--- src/rtl/ws2812_chain_driver_if.sv ---
// Pixel stream handshake into the WS2812 chain driver.
// The source drives pixel/valid, the driver answers with ready.
interface ws2812_chain_driver_if #(
    parameter int BITS_PER_LED = 24
);
    logic [BITS_PER_LED-1:0] pixel_in;
    logic                    pixel_valid_in;
    logic                    pixel_ready_out;

    modport master (
        output pixel_in,
        output pixel_valid_in,
        input  pixel_ready_out
    );

    modport slave (
        input  pixel_in,
        input  pixel_valid_in,
        output pixel_ready_out
    );
endinterface

--- src/rtl/ws2812_chain_driver.sv ---
// WS2812 chain driver: serialises NUM_LEDS pixels MSB first as
// high/low pulse pairs, then holds the line low to latch the chain.
module ws2812_chain_driver #(
    parameter int NUM_LEDS     = 8,
    parameter int BITS_PER_LED = 24,
    parameter int T0H          = 40,
    parameter int T0L          = 85,
    parameter int T1H          = 80,
    parameter int T1L          = 45,
    parameter int RESET_CYCLES = 5000
) (
    input  logic                      clk_in,
    input  logic                      rst_n_in,
    input  logic                      start_in,
    input  logic                      continuous_in,
    ws2812_chain_driver_if.slave      pix,
    output logic                      data_out,
    output logic [$clog2(NUM_LEDS):0] led_index_out,
    output logic                      busy_out,
    output logic                      frame_done_out,
    output logic                      underflow_out
);

    localparam int IW   = $clog2(NUM_LEDS) + 1;
    localparam int BW   = $clog2(BITS_PER_LED + 1);
    localparam int TMH  = (T0H > T1H) ? T0H : T1H;
    localparam int TML  = (T0L > T1L) ? T0L : T1L;
    localparam int TMB  = (TMH > TML) ? TMH : TML;
    localparam int TMAX = (TMB > RESET_CYCLES) ? TMB : RESET_CYCLES;
    localparam int CW   = $clog2(TMAX + 1);

    localparam logic [CW-1:0] T0H_M = CW'(T0H - 1);
    localparam logic [CW-1:0] T0L_M = CW'(T0L - 1);
    localparam logic [CW-1:0] T1H_M = CW'(T1H - 1);
    localparam logic [CW-1:0] T1L_M = CW'(T1L - 1);
    localparam logic [CW-1:0] RC_M  = CW'(RESET_CYCLES - 1);

    localparam logic [BW-1:0] LAST_BIT = BW'(BITS_PER_LED - 1);
    localparam logic [IW-1:0] LAST_LED = IW'(NUM_LEDS - 1);
    localparam logic [IW-1:0] N_LEDS   = IW'(NUM_LEDS);

    typedef enum logic [2:0] {
        S_IDLE,
        S_FETCH,
        S_HIGH,
        S_LOW,
        S_LATCH
    } state_e;

    state_e                  state_q, state_d;
    logic [BITS_PER_LED-1:0] shift_q, shift_d;
    logic [BITS_PER_LED-1:0] shadow_q, shadow_d;
    logic                    shadow_full_q, shadow_full_d;
    logic [BW-1:0]           bit_q, bit_d;
    logic [CW-1:0]           cnt_q, cnt_d;
    logic [IW-1:0]           idx_q, idx_d;
    logic [IW-1:0]           claim_q, claim_d;
    logic                    under_q, under_d;
    logic                    data_q, data_d;

    logic busy;
    logic ready;
    logic xfer;
    logic cur_bit;
    logic high_end;
    logic low_end;
    logic last_bit;
    logic last_led;
    logic latch_end;

    // claim_q counts slots taken this frame, by real pixels or by zero fills,
    // so a late pixel lands in the slot after a zero-filled one.
    assign busy      = (state_q != S_IDLE);
    assign ready     = busy && !shadow_full_q && (claim_q < N_LEDS);
    assign xfer      = pix.pixel_valid_in && ready;
    assign cur_bit   = shift_q[BITS_PER_LED-1];
    assign high_end  = (cnt_q == (cur_bit ? T1H_M : T0H_M));
    assign low_end   = (cnt_q == (cur_bit ? T1L_M : T0L_M));
    assign last_bit  = (bit_q == LAST_BIT);
    assign last_led  = (idx_q == LAST_LED);
    assign latch_end = (cnt_q == RC_M);

    assign pix.pixel_ready_out = ready;
    assign data_out            = data_q;
    assign led_index_out       = idx_q;
    assign busy_out            = busy;
    assign frame_done_out      = (state_q == S_LATCH) && latch_end;
    assign underflow_out       = under_q;

    // Next-state logic for the frame sequencer and its datapath.
    always_comb begin
        state_d       = state_q;
        shift_d       = shift_q;
        shadow_d      = shadow_q;
        shadow_full_d = shadow_full_q;
        bit_d         = bit_q;
        cnt_d         = cnt_q;
        idx_d         = idx_q;
        claim_d       = claim_q;
        under_d       = under_q;

        if (xfer) begin
            claim_d = claim_q + IW'(1);
        end

        if (xfer && (state_q == S_HIGH || state_q == S_LOW)) begin
            shadow_d      = pix.pixel_in;
            shadow_full_d = 1'b1;
        end

        unique case (state_q)
            S_IDLE: begin
                if (start_in) begin
                    state_d = S_FETCH;
                    under_d = 1'b0;
                    claim_d = '0;
                    idx_d   = '0;
                end
            end
            S_FETCH: begin
                if (xfer) begin
                    shift_d = pix.pixel_in;
                    idx_d   = '0;
                    bit_d   = '0;
                    cnt_d   = '0;
                    state_d = S_HIGH;
                end
            end
            S_HIGH: begin
                if (high_end) begin
                    cnt_d   = '0;
                    state_d = S_LOW;
                end else begin
                    cnt_d = cnt_q + CW'(1);
                end
            end
            S_LOW: begin
                if (!low_end) begin
                    cnt_d = cnt_q + CW'(1);
                end else if (!last_bit) begin
                    cnt_d   = '0;
                    bit_d   = bit_q + BW'(1);
                    shift_d = shift_q << 1;
                    state_d = S_HIGH;
                end else if (last_led) begin
                    cnt_d   = '0;
                    state_d = S_LATCH;
                end else begin
                    cnt_d   = '0;
                    bit_d   = '0;
                    idx_d   = idx_q + IW'(1);
                    state_d = S_HIGH;
                    if (shadow_full_q) begin
                        shift_d       = shadow_q;
                        shadow_full_d = 1'b0;
                    end else if (xfer) begin
                        shift_d       = pix.pixel_in;
                        shadow_full_d = 1'b0;
                    end else begin
                        shift_d = '0;
                        under_d = 1'b1;
                        claim_d = claim_q + IW'(1);
                    end
                end
            end
            S_LATCH: begin
                if (latch_end) begin
                    cnt_d   = '0;
                    idx_d   = '0;
                    claim_d = '0;
                    state_d = continuous_in ? S_FETCH : S_IDLE;
                end else begin
                    cnt_d = cnt_q + CW'(1);
                end
            end
            default: begin
                state_d = S_IDLE;
            end
        endcase

        data_d = (state_d == S_HIGH);
    end

    // State and datapath registers with synchronous active-low reset.
    always_ff @(posedge clk_in) begin
        if (!rst_n_in) begin
            state_q       <= S_IDLE;
            shift_q       <= '0;
            shadow_q      <= '0;
            shadow_full_q <= 1'b0;
            bit_q         <= '0;
            cnt_q         <= '0;
            idx_q         <= '0;
            claim_q       <= '0;
            under_q       <= 1'b0;
            data_q        <= 1'b0;
        end else begin
            state_q       <= state_d;
            shift_q       <= shift_d;
            shadow_q      <= shadow_d;
            shadow_full_q <= shadow_full_d;
            bit_q         <= bit_d;
            cnt_q         <= cnt_d;
            idx_q         <= idx_d;
            claim_q       <= claim_d;
            under_q       <= under_d;
            data_q        <= data_d;
        end
    end

endmodule

--- src/flat_wrapper.sv ---
// flat-port wrapper written by rule: the top's interface ports become plain ports
module ws2812_chain_driver_flat 
#(
    parameter int NUM_LEDS     = 8,
    parameter int BITS_PER_LED = 24,
    parameter int T0H          = 40,
    parameter int T0L          = 85,
    parameter int T1H          = 80,
    parameter int T1L          = 45,
    parameter int RESET_CYCLES = 5000
)
  (clk_in, rst_n_in, start_in, continuous_in, data_out, led_index_out, busy_out, frame_done_out, underflow_out, pix_pixel_in, pix_pixel_valid_in, pix_pixel_ready_out);
  ws2812_chain_driver_if #(.BITS_PER_LED(BITS_PER_LED)) pix_i ();
  input  logic clk_in;
  input  logic rst_n_in;
  input  logic start_in;
  input  logic continuous_in;
  output logic data_out;
  output logic [$clog2(NUM_LEDS):0] led_index_out;
  output logic busy_out;
  output logic frame_done_out;
  output logic underflow_out;
  input wire logic [$bits(pix_i.pixel_in)-1:0] pix_pixel_in;
  input wire logic [$bits(pix_i.pixel_valid_in)-1:0] pix_pixel_valid_in;
  output wire logic [$bits(pix_i.pixel_ready_out)-1:0] pix_pixel_ready_out;
  assign pix_i.pixel_in = pix_pixel_in;
  assign pix_i.pixel_valid_in = pix_pixel_valid_in;
  assign pix_pixel_ready_out = pix_i.pixel_ready_out;
  ws2812_chain_driver #(.NUM_LEDS(NUM_LEDS), .BITS_PER_LED(BITS_PER_LED), .T0H(T0H), .T0L(T0L), .T1H(T1H), .T1L(T1L), .RESET_CYCLES(RESET_CYCLES)) u_core (.clk_in(clk_in), .rst_n_in(rst_n_in), .start_in(start_in), .continuous_in(continuous_in), .pix(pix_i), .data_out(data_out), .led_index_out(led_index_out), .busy_out(busy_out), .frame_done_out(frame_done_out), .underflow_out(underflow_out));
endmodule
--- config.mk ---
export PLATFORM = sky130hd
export DESIGN_NAME = ws2812_chain_driver_flat
export DESIGN_NICKNAME = d
export VERILOG_FILES = /design/src/rtl/ws2812_chain_driver_if.sv /design/src/rtl/ws2812_chain_driver.sv /design/src/flat_wrapper.sv
export SDC_FILE = /design/constraint.sdc
export NUM_CORES = 1
export LEC_CHECK = 0
export ABC_AREA = 0
export CAP_MARGIN = 5
export CORE_ASPECT_RATIO = 2
export CORE_MARGIN = 2
export CORE_UTILIZATION = 30
export DETAILED_ROUTE_END_ITERATION = 10
export PLACE_DENSITY_LB_ADDON = 0.1
export SLEW_MARGIN = 20
export SYNTH_ARGS = -nofsm -noshare
export SYNTH_HDL_FRONTEND = slang
export SYNTH_SLANG_ARGS = --single-unit
--- constraint.sdc ---
create_clock -name clk_in -period 5.3 [get_ports clk_in]
set_clock_uncertainty 0.15 [all_clocks]
set_input_delay 1.06 -clock clk_in [delete_from_list [all_inputs] [get_ports clk_in]]
set_output_delay 1.06 -clock clk_in [all_outputs]
set_load 0.03 [all_outputs]
==> results.tsv, run 1 <==
stage	metric	value	unit
clock_tree	clk_latency	340	ps
detailed_routing	routed_wl	10700	um
cells_and_area	diodes	0	
logic_synthesis	ys_ff_latch	80	
worst_hold_path	hold_path.class	register to register	
worst_setup_path	worst_ep_arrival_time	2470	ps
sta	holdWs	306	ps
power_and_ir_drop	power_density	330	nW/um2
sta	finalCritPeriodShare	0.695	
placement	gp_congestion	0.865	
detailed_routing	viasPerCell	5.34	
logic_synthesis	synth_top_flop_cell	dfxtp_1	
logic_synthesis	syn_nets	483	
clock_tree	clock_path_buffers	2	
logic_synthesis	synth-async-reset-ratio	0	
cells_and_area	final_nets	503	
worst_setup_path	r2r-start	u_core.state_q[1]$_SDFF_PN0_	
placement	place_hpwl	7480	um
logic_synthesis	avgSynthCellArea	8.89	um2
sta	slew_headroom	0.342	
sta	tightest_slew	987	ps
logic_synthesis	yosysTopAreaCellShare	0.401	
sta	grt_setup_unrepaired	no	
worst_setup_path	path_max_fanout	5	
die	die_h	167	um
job	cap_violations	0	
worst_setup_path	r2r_setup_slack	2300	ps
worst_setup_path	end_kind	output port	
die	fp.coreArea	13000	um2
die	start_util	0.307	
grt	grt_pass1_wl	17500	um
worst_setup_path	worst-endpoint-required	4090	ps
worst_setup_path	critPathKind	register to output port	
clock_tree	hold_buffers	0	
power_and_ir_drop	p_leak	0.00162	uW
grt	grt.total_usage	0.155	
logic_synthesis	synth_cells	449	
logic_synthesis	synth_area	3990	um2
sta	finalHoldViolCount	0	
detailed_routing	drcViolationCount	0	
cells_and_area	n_fill_cell	1359	
detailed_routing	drt-initial-drc-count	221	
clock_tree	cts_setup_buffers	0	
placement	dpl_cell_area	4390	um2
cells_and_area	fin_util	0.365	
grt	antenna_found_initial	0	
cells_and_area	final_area	4740	um2
grt	first_global_vias	3367	
sta	tns	0	ps
cells_and_area	final_cell_mix	dfxtp_1 (80), nand2_1 (69), nor2_1 (51)	
placement	io_buffer_count	37	
sta	fin_ws	1620	ps
cells_and_area	layout_commonest_cell	dfxtp_1	
logic_synthesis	synth_edf_count	0	
logic_synthesis	yosysWarnings	0	
grt	grt_max_degree	55	
logic_synthesis	synth_cell_types	68	
sta	setup_viol	0	
status	status	finished, final reports clean	
clock_tree	clock-root-buffer	clkbuf_16	
clock_tree	cts_tree	yes	
worst_hold_path	min_path_cells	2	
detailed_routing	firstDrtPassIters	8	
sta	fin_crit	3680	ps
die	die_area	14300	um2
logic_synthesis	synth_area_leaders	dfxtp_1 (40%), a211oi_2 (7.5%), nand2_1 (6.5%)	
logic_synthesis	synth_top_cell_by_area	dfxtp_1	
clock_tree	cts.sinks	80	
clock_tree	htreeDepth	3	
detailed_routing	ant_nets	0	
worst_setup_path	worstRegToRegCells	6	
sta	fmax	271	MHz
clock_tree	cts_buffers	9	
clock_tree	clk_transition_reported_paths	60	ps
cells_and_area	area_growth_syn_to_layout	18.7	%
worst_setup_path	startpoint_type	register	
worst_hold_path	hp-start	u_core.shadow_q[2]$_SDFFE_PN0P_	
worst_hold_path	hold_path_end	u_core.shadow_q[2]$_SDFFE_PN0P_	
power_and_ir_drop	peakVddDrop	0.175	mV
placement	dp_slack	1800	ps
die	ios	38	
cells_and_area	drive_gt1_frac	0.152	
sta	final_max_slew_viol_count	0	
worst_setup_path	regToRegEndpoint	u_core.shift_q[4]$_SDFFE_PN0P_	
grt	grt_overflow_total	0	
detailed_routing	wl_per_cell	17.2	um
logic_synthesis	ys_seq_area_frac	0.401	
die	dieWidth	85.6	um
die	rows	59	
clock_tree	cts_resized	0	
detailed_routing	num_vias	3340	
[final cells by class]
class                   instances  area, um2  area share
multi-input cells             326       2160       0.456
clock buffers                  10        229      0.0483
flip-flops and latches         80       1600       0.338
well taps                     152        190      0.0401
repair buffers                 41        400      0.0845
clock inverters                 6        115      0.0243
inverters                      11       41.3     0.00871
[kinds of logic after synthesis]
| group | synth area share |
|---|---|
| adders and majority gates | 0.0157 |
| xor gates and xnor gates | 0.0285 |
| AOI/OAI and AO/OA | 0.241 |
| muxes | 0.00251 |
| DFF | 0.401 |
| and+or+nand+nor | 0.251 |
| buffers and inverters | 0.0602 |
[cells in the mapped netlist (all sizes together), types with 2 or more instances]
library cell   n
a21oi         37
nor3b          5
and3           4
a31oi          4
inv           11
a21boi         3
o31ai          2
or2            3
a222oi        23
xor2           7
a21o           2
and4bb         3
nor4           4
dfxtp         80
nand3b         3
o22ai          2
xnor2          6
ha             5
nor2          54
and2           6
clkbuf        15
nand4b         2
o21ai         14
a211oi        25
or3            3
nand4          6
nand2b         5
nor3           3
nand3         12
nand2         69
buf           17
[flip-flops by register name, summed over array words and instances, names as in the netlist]
name	count
u_core.shadow_q	24
u_core.led_index_out	4
u_core.data_out	1
u_core.shadow_full_q	1
u_core.bit_q	5
u_core.claim_q	4
u_core.shift_q	24
u_core.underflow_out	1
u_core.state_q	3
u_core.cnt_q	13
[routing by layer]
layer	global-route usage	up-vias	share of wire
met4	0.0738	0	0.031
met1	0.169	1577	0.40
li1	-	1672	-
met3	0.0271	19	0.035
met2	0.284	72	0.53
met5	0	-	0
[metrics by stage]
stage / cells / power, uW
after CTS: 626 / 1590
final: 626 / 1570
after global routing: 626 / 1630
after detailed placement: 610 / 853
after floorplan: 449 / 796
after global placement: 610 / 850
[critical path, cell delays in order (launching register included)]
cell and delay [ps]:
dfxtp_1 380, ha_1 230, and2b_1 170, nand4_2 190, nor2_1 400, clkdlybuf4s50_1 760
[power breakdown]
group / switching, uW / total, uW / internal [uW]
Combinational: 106 / 185 / 79.4
Sequential: 22.8 / 653 / 630
Clock: 264 / 728 / 464
Total: 392 / 1570 / 1170
[worst max path at each step]
stage,startpoint,endpoint,slack (ps),cells after the start
after global placement,pix_pixel_valid_in,u_core.shift_q[13]$_SDFFE_PN0P_,1840,7
after detailed placement,pix_pixel_valid_in,u_core.shift_q[7]$_SDFFE_PN0P_,1800,7
after floorplan,u_core.cnt_q[0]$_SDFFE_PN0P_,frame_done_out,2750,4
final,u_core.cnt_q[1]$_SDFFE_PN0P_,frame_done_out,1620,5
after CTS,u_core.cnt_q[0]$_SDFFE_PN0P_,frame_done_out,1580,5
after global routing,u_core.cnt_q[1]$_SDFFE_PN0P_,frame_done_out,1480,5
Power figures use the tool's default switching activity.
==> run 2, diff against run 1 <==
==> constraint.sdc (replaced) <==
create_clock -name clk_in -period 3.8 [get_ports clk_in]
set_clock_uncertainty 0.15 [all_clocks]
set_input_delay 0.76 -clock clk_in [delete_from_list [all_inputs] [get_ports clk_in]]
set_output_delay 0.76 -clock clk_in [all_outputs]
set_load 0.03 [all_outputs]
==> results.tsv, run 2 (synthesis results as in run 1) <==
stage	metric	value	unit	change
placement	io_buffer_count	37		unchanged
die	start_util	0.307		unchanged
die	fp.coreArea	13000	um2	unchanged
cells_and_area	final_cell_mix	dfxtp_1 (80), nand2_1 (69), nor2_1 (51)		
worst_setup_path	critPathKind	register to output port		
grt	grt.total_usage	0.155		-0.000571
placement	place_hpwl	7390	um	-1.2%
grt	grt_max_degree	52		-5.5%
worst_hold_path	hold_path.class	register to register		
job	cap_violations	0		unchanged
sta	setup_viol	0		unchanged
clock_tree	clock-root-buffer	clkbuf_16		
cells_and_area	area_growth_syn_to_layout	19.0	%	
cells_and_area	final_nets	507		+0.80%
sta	finalHoldViolCount	0		unchanged
detailed_routing	wl_met2	5740	um	+0.60%
detailed_routing	wl_met1	4190	um	-3.1%
detailed_routing	firstDrtPassIters	6		-2
cells_and_area	layout.cells.non_filler	629		+0.48%
die	dieWidth	85.6	um	unchanged
sta	tightest_slew	659	ps	-328 ps
clock_tree	cts_setup_buffers	0		unchanged
clock_tree	hold_buffers	0		unchanged
cells_and_area	drive_gt1_frac	0.159		+0.00743
detailed_routing	viasPerCell	5.33		-0.12%
clock_tree	cts_resized	0		unchanged
die	rows	59		unchanged
sta	tns	0	ps	unchanged
grt	grt_pass1_wl	17500	um	+0.20%
sta	fmax	306	MHz	
die	die_area	14300	um2	unchanged
worst_setup_path	end_kind	output port		
cells_and_area	layout_commonest_cell	dfxtp_1		
detailed_routing	drcViolationCount	0		unchanged
grt	first_global_vias	3417		+1.5%
clock_tree	cts_buffers	9		unchanged
detailed_routing	num_vias	3352		+0.36%
cells_and_area	diodes	0		unchanged
cells_and_area	final_area	4750	um2	+0.26%
placement	dpl_cell_area	4430	um2	+0.97%
grt	antenna_found_initial	0		unchanged
detailed_routing	top_layer_used	met4		
detailed_routing	ant_nets	0		unchanged
power_and_ir_drop	p_leak	0.00162	uW	+0.43%
power_and_ir_drop	peakVddDrop	0.207	mV	+18%
worst_setup_path	worst_ep_arrival_time	2360	ps	-110 ps
sta	holdWs	304	ps	-1.77 ps
worst_setup_path	path_max_fanout	5		unchanged
sta	final_max_slew_viol_count	0		unchanged
detailed_routing	routed_wl	10600	um	-1.4%
detailed_routing	drt-initial-drc-count	172		-22%
clock_tree	clk_latency	340	ps	about the same
sta	finalCritPeriodShare	0.861		
clock_tree	htreeDepth	3		unchanged
clock_tree	cts_tree	yes		
clock_tree	cts.sinks	80		unchanged
die	die_h	167	um	unchanged
sta	fin_crit	3270	ps	
status	status	finished, final reports clean		
clock_tree	clk_transition_reported_paths	60	ps	about the same
placement	numPlacedInstances	614		+0.66%
worst_setup_path	startpoint_type	register		
sta	slew_headroom	0.561		+0.219
worst_setup_path	worst-endpoint-required	2890	ps	-1200 ps
grt	grt_overflow_total	0		unchanged
detailed_routing	wl_met3	396	um	+5.3%
cells_and_area	reg_top3	u_core.shadow_q: 24 flops, u_core.shift_q: 24 flops, u_core.cnt_q: 13 flops		
clock_tree	clock_path_buffers	2		unchanged
die	ios	38		unchanged
placement	gp_congestion	0.866		+0.15%
detailed_routing	wl_per_cell	16.8	um	-1.9%
power_and_ir_drop	power_density	444	nW/um2	+34%
sta	grt_setup_unrepaired	no		
[run 2: cell count changes in the layout (fill, tap and decap cells not counted), sizes merged]
cell,before,now
clkinv,0,2
clkbuf,10,9
bufinv,3,2
inv,13,12
buf,4,8
[run 2: where the power goes]
part           switching [uW]  internal [uW]
clock network             362            576
registers                28.9            878
logic                     151            114
[run 2: layout make-up]
type	count	area, um2
fill	1349	8240
multi-input combinational	326	2160
sequential	80	1600
timing repair buffer	45	443
clock buffer	9	225
tap	152	190
clock inverter	6	93.8
inverter	11	41.3
[run 2: path summary, 6_finish.rpt]
path	from	endpoint	slack, ps	cells past startpoint
setup reg to reg	u_core.cnt_q[6]$_SDFFE_PN0P_	u_core.shift_q[4]$_SDFFE_PN0P_	1040	7
hold / removal	u_core.shadow_q[2]$_SDFFE_PN0P_	u_core.shadow_q[2]$_SDFFE_PN0P_	300	2
hold reg to reg	u_core.shadow_q[2]$_SDFFE_PN0P_	u_core.shadow_q[2]$_SDFFE_PN0P_	300	2
setup / recovery	u_core.cnt_q[2]$_SDFFE_PN0P_	frame_done_out	530	4
[run 2: critical path: stages, from the launching register on]
cell	delay [ps]
dfxtp_1	400
nor3b_4	310
nand4_2	220
nor2_1	350
clkdlybuf4s50_1	750
[run 2: stage by stage]
| stage | setup WS, ps | power (uW) | util |
|---|---|---|---|
| after global placement | 697 | 1190 | 0.341 |
| after floorplan | 1550 | 1110 | - |
| after CTS | 480 | 2140 | 0.366 |
| after global routing | 347 | 2200 | 0.366 |
| after detailed placement | 633 | 1190 | 0.341 |
| final | 527 | 2110 | 0.366 |
[run 2: routing by layer]
layer / vias to the layer above / GRT usage
met5: - / 0
met4: 0 / 0.0573
met3: 19 / 0.0296
met2: 78 / 0.290
met1: 1576 / 0.168
li1: 1679 / -
